## src/rtl/mc_control_fsm.sv

```systemverilog
// mc_control_fsm: multicycle MIPS-subset control unit, Moore FSM over the datapath.
// Define CTRL_EXCEPTION_EN to add the overflow/undefined-opcode exception path (EXC).
module mc_control_fsm #(
  parameter int MEM_WAIT = 1
) (
  input  logic       clk,
  input  logic       reset,
  input  logic [5:0] opcode,
`ifdef CTRL_EXCEPTION_EN
  input  logic       overflow,
  output logic       epc_write,
`endif
  output logic       pc_write,
  output logic       pc_write_cond,
  output logic [1:0] pc_source,
  output logic       iord,
  output logic       mem_read,
  output logic       mem_write,
  output logic       ir_write,
  output logic       reg_dst,
  output logic       mem_to_reg,
  output logic       reg_write,
  output logic       alu_src_a,
  output logic [2:0] alu_src_b,
  output logic [1:0] alu_op,
  output logic [3:0] state_o
);

  localparam int CW = (MEM_WAIT > 0) ? $clog2(MEM_WAIT + 1) : 1;
  localparam logic [CW-1:0] WAIT_MAX = CW'(MEM_WAIT);

  localparam logic [5:0] OP_RTYPE = 6'b000000;
  localparam logic [5:0] OP_LW    = 6'b100011;
  localparam logic [5:0] OP_SW    = 6'b101011;
  localparam logic [5:0] OP_BEQ   = 6'b000100;
  localparam logic [5:0] OP_J     = 6'b000010;
  localparam logic [5:0] OP_ADDI  = 6'b001000;

  typedef enum logic [3:0] {
    ST_RST       = 4'd0,
    ST_FETCH     = 4'd1,
    ST_DECODE    = 4'd2,
    ST_MEM_ADDR  = 4'd3,
    ST_MEM_READ  = 4'd4,
    ST_MEM_WB    = 4'd5,
    ST_MEM_WRITE = 4'd6,
    ST_R_EXEC    = 4'd7,
    ST_R_WB      = 4'd8,
    ST_ADDI_EXEC = 4'd9,
    ST_ADDI_WB   = 4'd10,
    ST_BRANCH    = 4'd11,
    ST_JUMP      = 4'd12
`ifdef CTRL_EXCEPTION_EN
    , ST_EXC     = 4'd13
`endif
  } state_t;

  state_t        state;
  state_t        nextState;
  logic [CW-1:0] waitCnt;
  logic          waitDone;
  logic          ovfTrap;

`ifdef CTRL_EXCEPTION_EN
  localparam state_t TRAP_ST = ST_EXC;
  assign ovfTrap = overflow;
`else
  // Without the exception path undefined opcodes fall back to FETCH as a nop.
  localparam state_t TRAP_ST = ST_FETCH;
  assign ovfTrap = 1'b0;
`endif

  assign waitDone = (waitCnt == WAIT_MAX);
  assign state_o  = state;

  always_ff @(posedge clk or posedge reset) begin
    if (reset) begin
      state   <= ST_RST;
      waitCnt <= '0;
    end else begin
      state <= nextState;
      if (nextState != state)
        waitCnt <= '0;
      else if (!waitDone)
        waitCnt <= waitCnt + 1'b1;
    end
  end

  always_comb begin
    nextState     = state;
    pc_write      = 1'b0;
    pc_write_cond = 1'b0;
    pc_source     = 2'b00;
    iord          = 1'b0;
    mem_read      = 1'b0;
    mem_write     = 1'b0;
    ir_write      = 1'b0;
    reg_dst       = 1'b0;
    mem_to_reg    = 1'b0;
    reg_write     = 1'b0;
    alu_src_a     = 1'b0;
    alu_src_b     = 3'b100;
    alu_op        = 2'b00;
`ifdef CTRL_EXCEPTION_EN
    epc_write     = 1'b0;
`endif
    unique case (state)
      ST_RST: nextState = ST_FETCH;
      ST_FETCH: begin
        mem_read  = 1'b1;
        alu_src_b = 3'b001;
        // IR and PC load only once the memory word is valid.
        if (waitDone) begin
          ir_write  = 1'b1;
          pc_write  = 1'b1;
          nextState = ST_DECODE;
        end
      end
      ST_DECODE: begin
        alu_src_b = 3'b011;
        unique case (opcode)
          OP_RTYPE:     nextState = ST_R_EXEC;
          OP_LW, OP_SW: nextState = ST_MEM_ADDR;
          OP_BEQ:       nextState = ST_BRANCH;
          OP_J:         nextState = ST_JUMP;
          OP_ADDI:      nextState = ST_ADDI_EXEC;
          default:      nextState = TRAP_ST;
        endcase
      end
      ST_MEM_ADDR: begin
        alu_src_a = 1'b1;
        alu_src_b = 3'b010;
        nextState = (opcode == OP_SW) ? ST_MEM_WRITE : ST_MEM_READ;
      end
      ST_MEM_READ: begin
        iord     = 1'b1;
        mem_read = 1'b1;
        if (waitDone)
          nextState = ST_MEM_WB;
      end
      ST_MEM_WB: begin
        mem_to_reg = 1'b1;
        reg_write  = 1'b1;
        nextState  = ST_FETCH;
      end
      ST_MEM_WRITE: begin
        iord      = 1'b1;
        mem_write = 1'b1;
        nextState = ST_FETCH;
      end
      ST_R_EXEC: begin
        alu_src_a = 1'b1;
        alu_src_b = 3'b000;
        alu_op    = 2'b10;
        nextState = ovfTrap ? TRAP_ST : ST_R_WB;
      end
      ST_R_WB: begin
        reg_dst   = 1'b1;
        reg_write = 1'b1;
        nextState = ST_FETCH;
      end
      ST_ADDI_EXEC: begin
        alu_src_a = 1'b1;
        alu_src_b = 3'b010;
        nextState = ovfTrap ? TRAP_ST : ST_ADDI_WB;
      end
      ST_ADDI_WB: begin
        reg_write = 1'b1;
        nextState = ST_FETCH;
      end
      ST_BRANCH: begin
        alu_src_a     = 1'b1;
        alu_src_b     = 3'b000;
        alu_op        = 2'b01;
        pc_write_cond = 1'b1;
        pc_source     = 2'b01;
        nextState     = ST_FETCH;
      end
      ST_JUMP: begin
        pc_write  = 1'b1;
        pc_source = 2'b10;
        nextState = ST_FETCH;
      end
`ifdef CTRL_EXCEPTION_EN
      ST_EXC: begin
        // ALU recomputes PC-4 so EPC holds the faulting instruction.
        alu_src_b = 3'b001;
        alu_op    = 2'b01;
        epc_write = 1'b1;
        pc_write  = 1'b1;
        pc_source = 2'b11;
        nextState = ST_FETCH;
      end
`endif
      default: nextState = ST_RST;
    endcase
  end

endmodule
```

## config.mk

```make
export PLATFORM = sky130hd
export DESIGN_NAME = mc_control_fsm
export DESIGN_NICKNAME = d
export VERILOG_FILES = /design/src/rtl/mc_control_fsm.sv
export SDC_FILE = /design/constraint.sdc
export NUM_CORES = 1
export LEC_CHECK = 0
export ABC_AREA = 1
export ABC_CLOCK_PERIOD_IN_PS = 3600
export BUFFER_PORTS_ARGS = -buffer_cell sky130_fd_sc_hd__buf_2
export CORE_AREA = 2 2 39 41
export CTS_CLUSTER_DIAMETER = 30
export CTS_CLUSTER_SIZE = 20
export DETAILED_ROUTE_END_ITERATION = 12
export DIE_AREA = 0 0 41 43
export GPL_TIMING_DRIVEN = 0
export HOLD_SLACK_MARGIN = 0.06
export PLACE_DENSITY = 0.85
export SYNTH_ARGS = -nofsm -noshare
export SYNTH_HDL_FRONTEND = slang
export SYNTH_SLANG_ARGS = --single-unit
```

## constraint.sdc

```tcl
create_clock -name clk -period 3.6 [get_ports clk]
set_input_delay 0.18 -clock clk [delete_from_list [all_inputs] [get_ports clk]]
set_output_delay 0.18 -clock clk [all_outputs]
set_load 0.02 [all_outputs]
```

==> results.py, run 1 <==
metrics = {
    "outcome": {
        "outcome": "complete, no violations",
    },
    "sta": {
        "slew_headroom_pct": 78.6,
        "final-hold-violation-count": 0,
        "finalSetupTns_ns": 0,
        "fin_skew_ns": 0.00895,
        "maxSlewViolCount": 0,
        "fmax_mhz": 592,
        "rsz0062_at_grt": "no",
        "tightest_slew_ns": 0.319,
        "period_share_pct": 46.9,
        "setup_viol": 0,
        "fin_crit_ns": 1.69,
    },
    "route": {
        "dr.pass1.iters": 6,
        "wl_mm": 1.61,
        "wl_per_cell_um": 10.3,
        "drtIter0Drc": 19,
        "vias_per_cell": 5.08,
        "vias": 797,
        "postRouteAntennaNets": 0,
        "drc": 0,
    },
    "critical_path": {
        "endpoint_kind": "primary output",
        "setup.worst_path.start_class": "flop",
        "arrival_ns": 1.51,
        "worstSetupPathType": "reg2out",
        "cp_max_fo": 6,
        "worst-r2r-cell-count": 9,
        "critical_path_required_ns": 3.42,
        "rr_endpoint": "waitCnt",
        "worstReg2RegStart": "state_o[1]",
        "worst-r2r-setup-slack_ns": 2.16,
    },
    "global_route": {
        "grt_overflow": 0,
        "grt_pass1_vias": 683,
        "grt_pass1_wl_mm": 2.55,
        "grt_antenna_before_repair": 0,
        "grt_max_degree": 8,
        "grtUsageTotal_pct": 20.8,
    },
    "pwr": {
        "ir_worst_vdd_mv": 0.261,
        "p_leak_nw": 0.546,
        "p_total_mw": 0.658,
        "pwr_density_cell_mw_per_mm2": 855,
    },
    "clock_network": {
        "cts.sinks": 5,
        "cts_buffer_depth": 2,
        "hold_buffers": 1,
        "cts_tree": "yes",
        "clkTransAtPathRegs_ns": 0.05,
        "h-tree-depth": 1,
        "clockRootBuffer": "clkbuf_4",
        "numCtsBuffers": 3,
        "clk_latency_ns": 0.25,
        "postCtsSetupBuffers": 0,
        "cts_resized": 0,
    },
    "layout": {
        "drive_gt1_share_pct": 29.8,
        "antenna_cells": 0,
        "mostFrequentLayoutCells": "nand2_1 (29), buf_2 (28), inv_1 (19), nor2_1 (19), nand3_1 (16)",
        "layout.nets": 150,
        "multiInputGateArea_um2": 358,
        "fillers": 147,
        "regArea_um2": 125,
        "area_delta_synth_final_pct": 34.3,
        "final_common_cell": "nand2_1",
    },
    "placement": {
        "globalplace.congestion": 0.868,
        "dpl.hpwl_mm": 1.32,
        "numPortBuffers": 28,
    },
    "synth": {
        "yosysUniqueCellTypes": 14,
        "synthCells": 108,
        "synth_fp_nets": 116,
        "syn_avg_cell_area_um2": 5.31,
        "synth-warning-count": 0,
        "ys_ff_latch": 5,
        "mappedNetlistArea_um2": 573,
        "seq_area_frac_synth_pct": 21.8,
    },
    "floorplan": {
        "rows": 14,
        "die_y_um": 43,
        "ios": 29,
        "core_area_mm2": 0.00138,
        "initial_utilization_pct": 41.4,
        "dieArea_mm2": 0.00176,
        "die-width_um": 41,
    },
    "worst_hold_path": {
        "whs_path_depth": 4,
        "hold_path_end": "state_o[2]",
        "min_path_type": "in2reg",
        "min_from": "opcode[0]",
    },
    "flow_run": {
        "maxCapViolCount": 0,
    },
}
sequential cells by signal, indices dropped and copies added (netlist names):
| register | flops |
|---|---|
| waitCnt | 1 |
| state_o | 4 |
synthesized netlist by cell type:
library cell | count | area, um^2
and2_1 | 1 | 6.26
nand2_1 | 29 | 109
dfrtp_1 | 5 | 125
nand4_1 | 3 | 18.8
inv_2 | 3 | 11.3
nand2_2 | 1 | 6.26
nor2_2 | 5 | 31.3
buf_4 | 1 | 7.51
o21ai_0 | 4 | 20.0
inv_1 | 19 | 71.3
nand3_1 | 16 | 80.1
nor2_1 | 19 | 71.3
nand3_2 | 1 | 10.0
a21oi_1 | 1 | 5.00
metal layers:
| metal | GRT usage, % | routed length [um] |
|---|---|---|
| met1 | 22.5 | 633 |
| met2 | 33.8 | 789 |
| met3 | 3.66 | 121 |
| met4 | 14.7 | 68 |
| met5 | 0 | 0 |
where the power goes:
group | internal (mW) | switching (mW) | leakage [nW]
Clock | 0.0422 | 0.0272 | 0.0150
Combinational | 0.150 | 0.326 | 0.466
Sequential | 0.0806 | 0.0318 | 0.0646
Total | 0.273 | 0.385 | 0.546
metrics by stage:
step                hold slack [ns]  setup WS [ns]  util (%)  area (um^2)  std cells
floorplan                   -0.0415           1.90         -          573        108
global placement             0.0698           2.21      53.0          733        152
detailed placement           0.0884           2.17      53.0          733        152
CTS                           0.290           1.94      55.6          769        157
global route                  0.334           1.75      55.6          769        157
finish                        0.298           1.91      55.6          769        157
area by class of cell:
| type | count | share of cell area (%) |
|---|---|---|
| plain buffers | 1 | 0.976 |
| well taps | 16 | 2.60 |
| multi-input cells | 80 | 46.5 |
| flip-flops and latches | 5 | 16.3 |
| clock buffers | 4 | 3.41 |
| repair buffers | 29 | 19.5 |
| inverters | 22 | 10.7 |
cells by family (layout without fill, tap and decap cells):
family                 count (synthesis)  after routing  share of synthesized area (%)
and+or+nand+nor                       75             75                           58.1
DFF                                    5              5                           21.8
buffers and inverters                 23             56                           15.7
AOI/OAI and AO/OA                      5              5                           4.37
how the worst max path moves through the flow:
stage,from,slack [ns],endpoint,cells after the start
floorplan,state_o[0],1.90,alu_src_b[2],4
global placement,state_o[1],2.21,waitCnt,9
detailed placement,state_o[1],2.17,waitCnt,9
CTS,state_o[3],1.94,pc_source[0],6
global route,state_o[3],1.75,alu_src_b[2],6
finish,state_o[3],1.91,pc_source[0],6
critical path, stage by stage (launching register included):
cell	delay, ns
dfrtp_1	0.45
inv_2	0.07
nor2_1	0.25
nand2_1	0.14
inv_1	0.09
buf_4	0.10
buf_2	0.14
Note: power is estimated with default switching activity, not from simulation.
==> run 2, diff against run 1 <==
- ABC_AREA: 1 -> 0
- ABC_CLOCK_PERIOD_IN_PS: 3600 -> 1550
- CORE_AREA: 2 2 39 41 -> not set
- CORE_MARGIN: not set -> 1
- CORE_UTILIZATION: not set -> 37
- DIE_AREA: 0 0 41 43 -> not set
- PLACE_DENSITY: 0.85 -> 0.81
- clock period: 3.6 -> 1.55 ns (I/O delays scaled with it)
==> results.py, run 2 <==
metrics = {
    "synth": {
        "synth_top_cell_by_area": "dfrtp_1",
        "synth_edf_count": 0,
        "ys_ff_latch": 5,
        "synthCells": 70,
        "seq_area_frac_synth_pct": 25.4,
        "synth_fp_nets": 78,
        "synth-warning-count": 0,
        "yosysUniqueCellTypes": 31,
        "synth_top_area_share_pct": 25.4,
        "synth_most_common_cell": "nor2_1",
        "syn_avg_cell_area_um2": 7.04,
        "synth_area_leaders": "dfrtp_1 (25%), nor2_1 (8.4%), nand2_1 (5.3%)",
        "mappedNetlistArea_um2": 493,
        "synth_ff_type": "dfrtp_1",
        "async_flop_share_pct": 100,
        "synth_commonest_cells": "nor2_1 (11), nand2_1 (7), dfrtp_1 (5), nor3_1 (5)",
    },
    "sta": {
        "fin_crit_ns": 1.49,
        "hold_ws_ns": 0.132,
        "fmax_mhz": 670,
        "setup_viol": 0,
        "final-hold-violation-count": 0,
        "period_share_pct": 96.2,
        "fin_skew_ns": 0.00383,
        "slew_headroom_pct": 80.9,
        "tightest_slew_ns": 0.283,
        "maxSlewViolCount": 0,
    },
    "critical_path": {
        "crit_top_cell": "buf_2",
        "cp_slowest_stage_delay_ns": 0.36,
        "setup.worst_path.start_class": "flop",
        "worstSetupPathType": "reg2out",
        "cp_max_fo": 10,
        "critical_path_required_ns": 1.47,
        "cp_cell_sequence": "buf_2 -> buf_4 -> xnor2_1 -> nor3_1 -> buf_2",
        "arrival_ns": 1.41,
        "crit_slowest_cell": "dfrtp_1",
        "endpoint_kind": "primary output",
    },
    "placement": {
        "numPortBuffers": 28,
        "globalplace.congestion": 0.832,
        "dpl.hpwl_um": 936,
    },
    "route": {
        "wl_mm": 1.28,
        "postRouteAntennaNets": 0,
        "drtIter0Drc": 12,
        "drc": 0,
        "wl_per_cell_um": 11.1,
        "dr.pass1.iters": 4,
        "vias_per_cell": 5.27,
        "vias": 611,
    },
    "floorplan": {
        "initial_utilization_pct": 42.1,
        "die-width_um": 38.5,
        "die_y_um": 38.5,
        "core_area_mm2": 0.00117,
        "ios": 29,
        "rows": 12,
        "dieArea_mm2": 0.00148,
    },
    "outcome": {
        "outcome": "complete, no violations",
    },
    "layout": {
        "antenna_cells": 0,
        "area_delta_synth_final_pct": 42.6,
        "fillers": 117,
        "final_common_cell": "buf_2",
        "regArea_um2": 126,
        "drive_gt1_share_pct": 41.2,
        "layout.nets": 111,
        "mostFrequentLayoutCells": "buf_2 (28), nor2_1 (10), clkbuf_4 (6), nand2_1 (6), nor3_1 (5)",
        "largest_reg_flops": 4,
        "multiInputGateArea_um2": 323,
        "final_util_pct": 60.0,
    },
    "global_route": {
        "use_met2_pct": 27.9,
        "grtUsageTotal_pct": 18.9,
        "grt_pass1_vias": 456,
        "grt_max_degree": 11,
        "met3_usage_pct": 6.98,
        "grt.busiest_layer": "met2",
        "use_met1_pct": 26.7,
        "grt_overflow": 0,
        "grt_antenna_before_repair": 0,
        "grt_pass1_wl_mm": 1.95,
    },
    "clock_network": {
        "h-tree-depth": 1,
        "cts.sinks": 5,
        "numCtsBuffers": 3,
        "clk_latency_ns": 0.24,
        "clkTransAtPathRegs_ns": 0.04,
        "postCtsSetupBuffers": 0,
        "cts_buffer_depth": 2,
        "clockRootBuffer": "clkbuf_4",
        "cts_tree": "yes",
    },
    "pwr": {
        "pwr_density_cell_mw_per_mm2": 2170,
        "p_leak_nw": 0.364,
        "ir_worst_vdd_mv": 0.998,
    },
    "flow_run": {
        "maxCapViolCount": 0,
    },
    "worst_hold_path": {
        "min_path_type": "in2reg",
    },
}
==> run 2: report_power, final <==
part	internal [mW]	switching, mW
combinational	0.424	0.706
clock	0.0973	0.0529
sequential	0.187	0.0556
total	0.709	0.814
==> run 2: final cells by class <==
| class | count | share of cell area (%) |
|---|---|---|
| Inverter | 4 | 2.14 |
| Sequential cell | 5 | 18.0 |
| Timing Repair Buffer | 29 | 21.7 |
| Clock buffer | 4 | 3.74 |
| Buffer | 6 | 6.05 |
| Tap cell | 14 | 2.49 |
| Multi-Input combinational cell | 54 | 45.9 |
==> run 2: final timing paths <==
check                                 from          to  slack (ns)  depth (start not counted)
worst max-delay path            state_o[0]    mem_read        0.06                          5
worst min-delay path             opcode[2]  state_o[0]        0.13                          2
worst max register to register  state_o[3]  state_o[0]        0.14                          4
worst min register to register     waitCnt     waitCnt        0.52                          1
max in group asynchronous            reset  state_o[1]        1.10                          3
min in group asynchronous            reset     waitCnt        0.27                          3
==> run 2: logic make-up (layout without fill, tap and decap cells) <==
family | count (synthesis) | count (layout) | synth area share (%)
compound gates | 16 | 16 | 22.6
xor+xnor | 3 | 3 | 5.33
fa+ha+maj | 1 | 1 | 2.03
buf+inv | 11 | 43 | 10.2
flops | 5 | 5 | 25.4
simple gates | 34 | 34 | 34.5
==> run 2: repair_timing <==
item	4_1_cts	5_1_grt
hold buffers	1	0
hold endpoints to repair	5	0
gates cloned	0	0
setup endpoints to repair	11	12
gates resized for setup	1	9
==> run 2: metal layers <==
| metal | share of wire, % | vias up |
|---|---|---|
| met1 | 44 | 270 |
| met3 | 7.4 | 0 |
| met4 | 0 | 0 |
| met2 | 49 | 28 |
| li1 | - | 313 |
| met5 | 0 | - |
==> run 2: metrics by stage <==
step	area, um^2	setup TNS [ns]	power (mW)	worst slack (ns)	cells
after floorplan	495	0	1.02	0.0464	70
after global placement	653	0	1.31	0.132	112
after detailed placement	653	0	1.32	0.118	112
after CTS	687	0	1.48	0.00320	116
after global routing	703	-0.00220	1.65	-0.00189	116
final	703	0	1.52	0.0583	116
==> run 2: critical path, delay by kind of cell (launching register included) <==
kind	cells	cell delay, ns
xor+xnor	1	0.14
buf+inv	3	0.55
flops	1	0.36
simple gates	1	0.13
==> run 3, diff against run 2 <==
- CORE_MARGIN: 1 -> 5
- SETUP_SLACK_MARGIN: not set -> 0.5
==> results.py, run 3 <==
metrics = {
    "outcome": {
        "outcome": "stopped before the end",
        "lastStage": "clock tree synthesis",
        "firstError": "[ERROR DPL-0033] detailed placement checks failed during check placement.",
    },
    "synth": {
        "async_flop_share_pct": 100,
        "synth_top_cell_by_area": "dfrtp_1",
        "synth_edf_count": 0,
        "syn_avg_cell_area_um2": 7.04,
        "synth_top_area_share_pct": 25.4,
        "synth_fp_nets": 78,
        "synth_ff_type": "dfrtp_1",
        "synth-warning-count": 0,
        "mappedNetlistArea_um2": 493,
        "ys_ff_latch": 5,
        "seq_area_frac_synth_pct": 25.4,
        "yosysUniqueCellTypes": 31,
        "synthCells": 70,
        "synth_area_leaders": "dfrtp_1 (25%), nor2_1 (8.4%), nand2_1 (5.3%)",
        "synth_commonest_cells": "nor2_1 (11), nand2_1 (7), dfrtp_1 (5), nor3_1 (5)",
        "synth_most_common_cell": "nor2_1",
    },
    "clock_network": {
        "numCtsBuffers": 3,
        "h-tree-depth": 1,
        "clockRootBuffer": "clkbuf_4",
        "cts_resized": 54,
        "cts.sinks": 5,
        "postCtsSetupBuffers": 13,
        "cts_buffer_depth": 2,
        "hold_buffers": 1,
    },
    "placement": {
        "placed_cells": 113,
        "dpl.hpwl_mm": 1.23,
        "numPortBuffers": 28,
        "globalplace.congestion": 0.698,
    },
    "floorplan": {
        "rows": 13,
        "ios": 29,
        "initial_utilization_pct": 38.4,
        "die-width_um": 46.5,
        "die_y_um": 46.5,
    },
}
==> run 3: cell counts after synthesis <==
Identical to the previous run, type by type.
==> run 3: cell families after synthesis <==
kind of cell / count (synthesis) / share of synthesized area, %
xor gates and xnor gates: 3 / 5.33
AOI/OAI and AO/OA: 16 / 22.6
adders and majority gates: 1 / 2.03
and+or+nand+nor: 34 / 34.5
DFF: 5 / 25.4
buffers and inverters: 11 / 10.2
==> run 3: metrics by stage <==
stage | setup WS (ns) | hold WS [ns] | area (um^2) | util, %
2_1_floorplan | 0.246 | -0.144 | 702 | -
3_5_place_dp | 0.221 | -0.0231 | 861 | 67.0
3_3_place_gp | 0.227 | -0.0304 | 861 | 67.0
==> run 4, diff against run 3 <==
- ABC_CLOCK_PERIOD_IN_PS: 1550 -> 2000
- CORE_AREA: not set -> 5 5 66 68
- CORE_MARGIN: 5 -> not set
- CORE_UTILIZATION: 37 -> not set
- CTS_CLUSTER_DIAMETER: 30 -> not set
- CTS_CLUSTER_SIZE: 20 -> not set
- DIE_AREA: not set -> 0 0 71 73
- HOLD_SLACK_MARGIN: 0.06 -> not set
- PLACE_DENSITY: 0.81 -> not set
- PLACE_DENSITY_LB_ADDON: not set -> 0.15
- SETUP_SLACK_MARGIN: 0.5 -> not set
- clock period: 1.55 -> 2 ns (I/O delays scaled with it)
==> results.py, run 4 (synthesis results as in run 2) <==
metrics = {
    "placement": {
        "placed_cells": 148,
        "dpl.hpwl_mm": 1.40,
        "globalplace.congestion": 0.705,
        "numPortBuffers": 28,
    },
    "route": {
        "drtIter0Drc": 23,
        "wl_mm": 1.77,
        "postRouteAntennaNets": 0,
        "vias": 624,
        "vias_per_cell": 4.08,
        "drc": 0,
        "wl_per_cell_um": 11.6,
        "dr.pass1.iters": 4,
    },
    "sta": {
        "fmax_mhz": 563,
        "fin_crit_ns": 1.78,
        "hold_ws_ns": 0.179,
        "rsz0062_at_grt": "no",
        "maxSlewViolCount": 0,
        "slew_headroom_pct": 71.6,
        "period_share_pct": 88.8,
        "fin_skew_ns": 0.00223,
        "tightest_slew_ns": 0.426,
        "finalSetupTns_ns": 0,
        "final-hold-violation-count": 0,
        "setup_viol": 0,
    },
    "global_route": {
        "grtUsageTotal_pct": 6.56,
        "grt_antenna_before_repair": 0,
        "grt_max_degree": 11,
        "grt_overflow": 0,
        "grt_pass1_wl_mm": 2.64,
        "grt_pass1_vias": 554,
    },
    "pwr": {
        "p_leak_nw": 0.369,
        "pwr_density_cell_mw_per_mm2": 1660,
        "p_total_mw": 1.24,
        "ir_worst_vdd_mv": 0.252,
    },
    "worst_hold_path": {
        "min_path_type": "in2reg",
    },
    "flow_run": {
        "maxCapViolCount": 0,
    },
    "clock_network": {
        "clk_latency_ns": 0.22,
        "clkTransAtPathRegs_ns": 0.03,
        "cts.sinks": 5,
        "cts_buffer_depth": 2,
        "postCtsSetupBuffers": 0,
        "numCtsBuffers": 3,
        "h-tree-depth": 1,
        "clockRootBuffer": "clkbuf_8",
        "hold_buffers": 1,
        "cts_resized": 0,
        "cts_tree": "yes",
    },
    "floorplan": {
        "initial_utilization_pct": 13.0,
        "ios": 29,
        "die-width_um": 71,
        "rows": 23,
        "core_area_mm2": 0.00380,
        "die_y_um": 73,
        "dieArea_mm2": 0.00518,
    },
    "layout": {
        "antenna_cells": 0,
        "largest_reg_flops": 4,
        "fillers": 445,
        "drive_gt1_share_pct": 35.9,
        "final_cells": 153,
        "mostFrequentLayoutCells": "buf_2 (32), nor2_1 (11), nand2_1 (7)",
        "area_delta_synth_final_pct": 52.3,
        "layout.nets": 112,
        "final_common_cell": "buf_2",
    },
    "outcome": {
        "outcome": "complete, no violations",
    },
    "critical_path": {
        "worstSetupPathType": "reg2out",
        "cp_max_fo": 10,
        "arrival_ns": 1.68,
        "setup.worst_path.start_class": "flop",
        "critical_path_required_ns": 1.90,
        "endpoint_kind": "primary output",
    },
}
==> run 4: final timing paths <==
path,start,end,slack (ns),cells after the start
setup / recovery,state_o[3],pc_source[0],0.22,5
hold / removal,opcode[2],state_o[0],0.18,2
setup reg to reg,state_o[1],state_o[3],0.50,4
hold reg to reg,waitCnt,waitCnt,0.52,1
max in group asynchronous,reset,state_o[0],1.50,3
min in group asynchronous,reset,waitCnt,0.32,3
==> run 4: critical path: stages (launching register included) <==
cell and delay, ns:
dfrtp_1 0.43, buf_1 0.38, nand2_1 0.22, nor2_1 0.16
buf_4 0.12, buf_2 0.15
==> run 4: per-stage QoR <==
step,util (%),worst slack [ns],instance area (um^2)
floorplan,-,0.369,493
global placement,18.3,0.449,696
detailed placement,18.3,0.447,696
CTS,19.8,0.212,751
global route,19.8,0.0745,751
finish,19.8,0.225,751
==> run 4: area by class of cell <==
cell class              count  area (um^2)  area share, %
multi-input cells          54          318           42.3
inverters                   4         15.0           2.00
flip-flops and latches      5          125           16.7
repair buffers             29          150           20.0
clock buffers               4         45.0           6.00
well taps                  50         62.6           8.33
plain buffers               7         35.0           4.67
==> run 4: report_power, final <==
group	switching, mW	internal (mW)
sequential	0.0366	0.144
clock	0.0513	0.137
combinational	0.575	0.300
==> run 4: routing by layer <==
layer	global-route usage [%]	routed length, um	up-vias
met1	8.81	822	270
met2	9.17	732	36
met3	2.07	180	4
met4	3.76	32	0
met5	0	0	-
li1	-	-	314
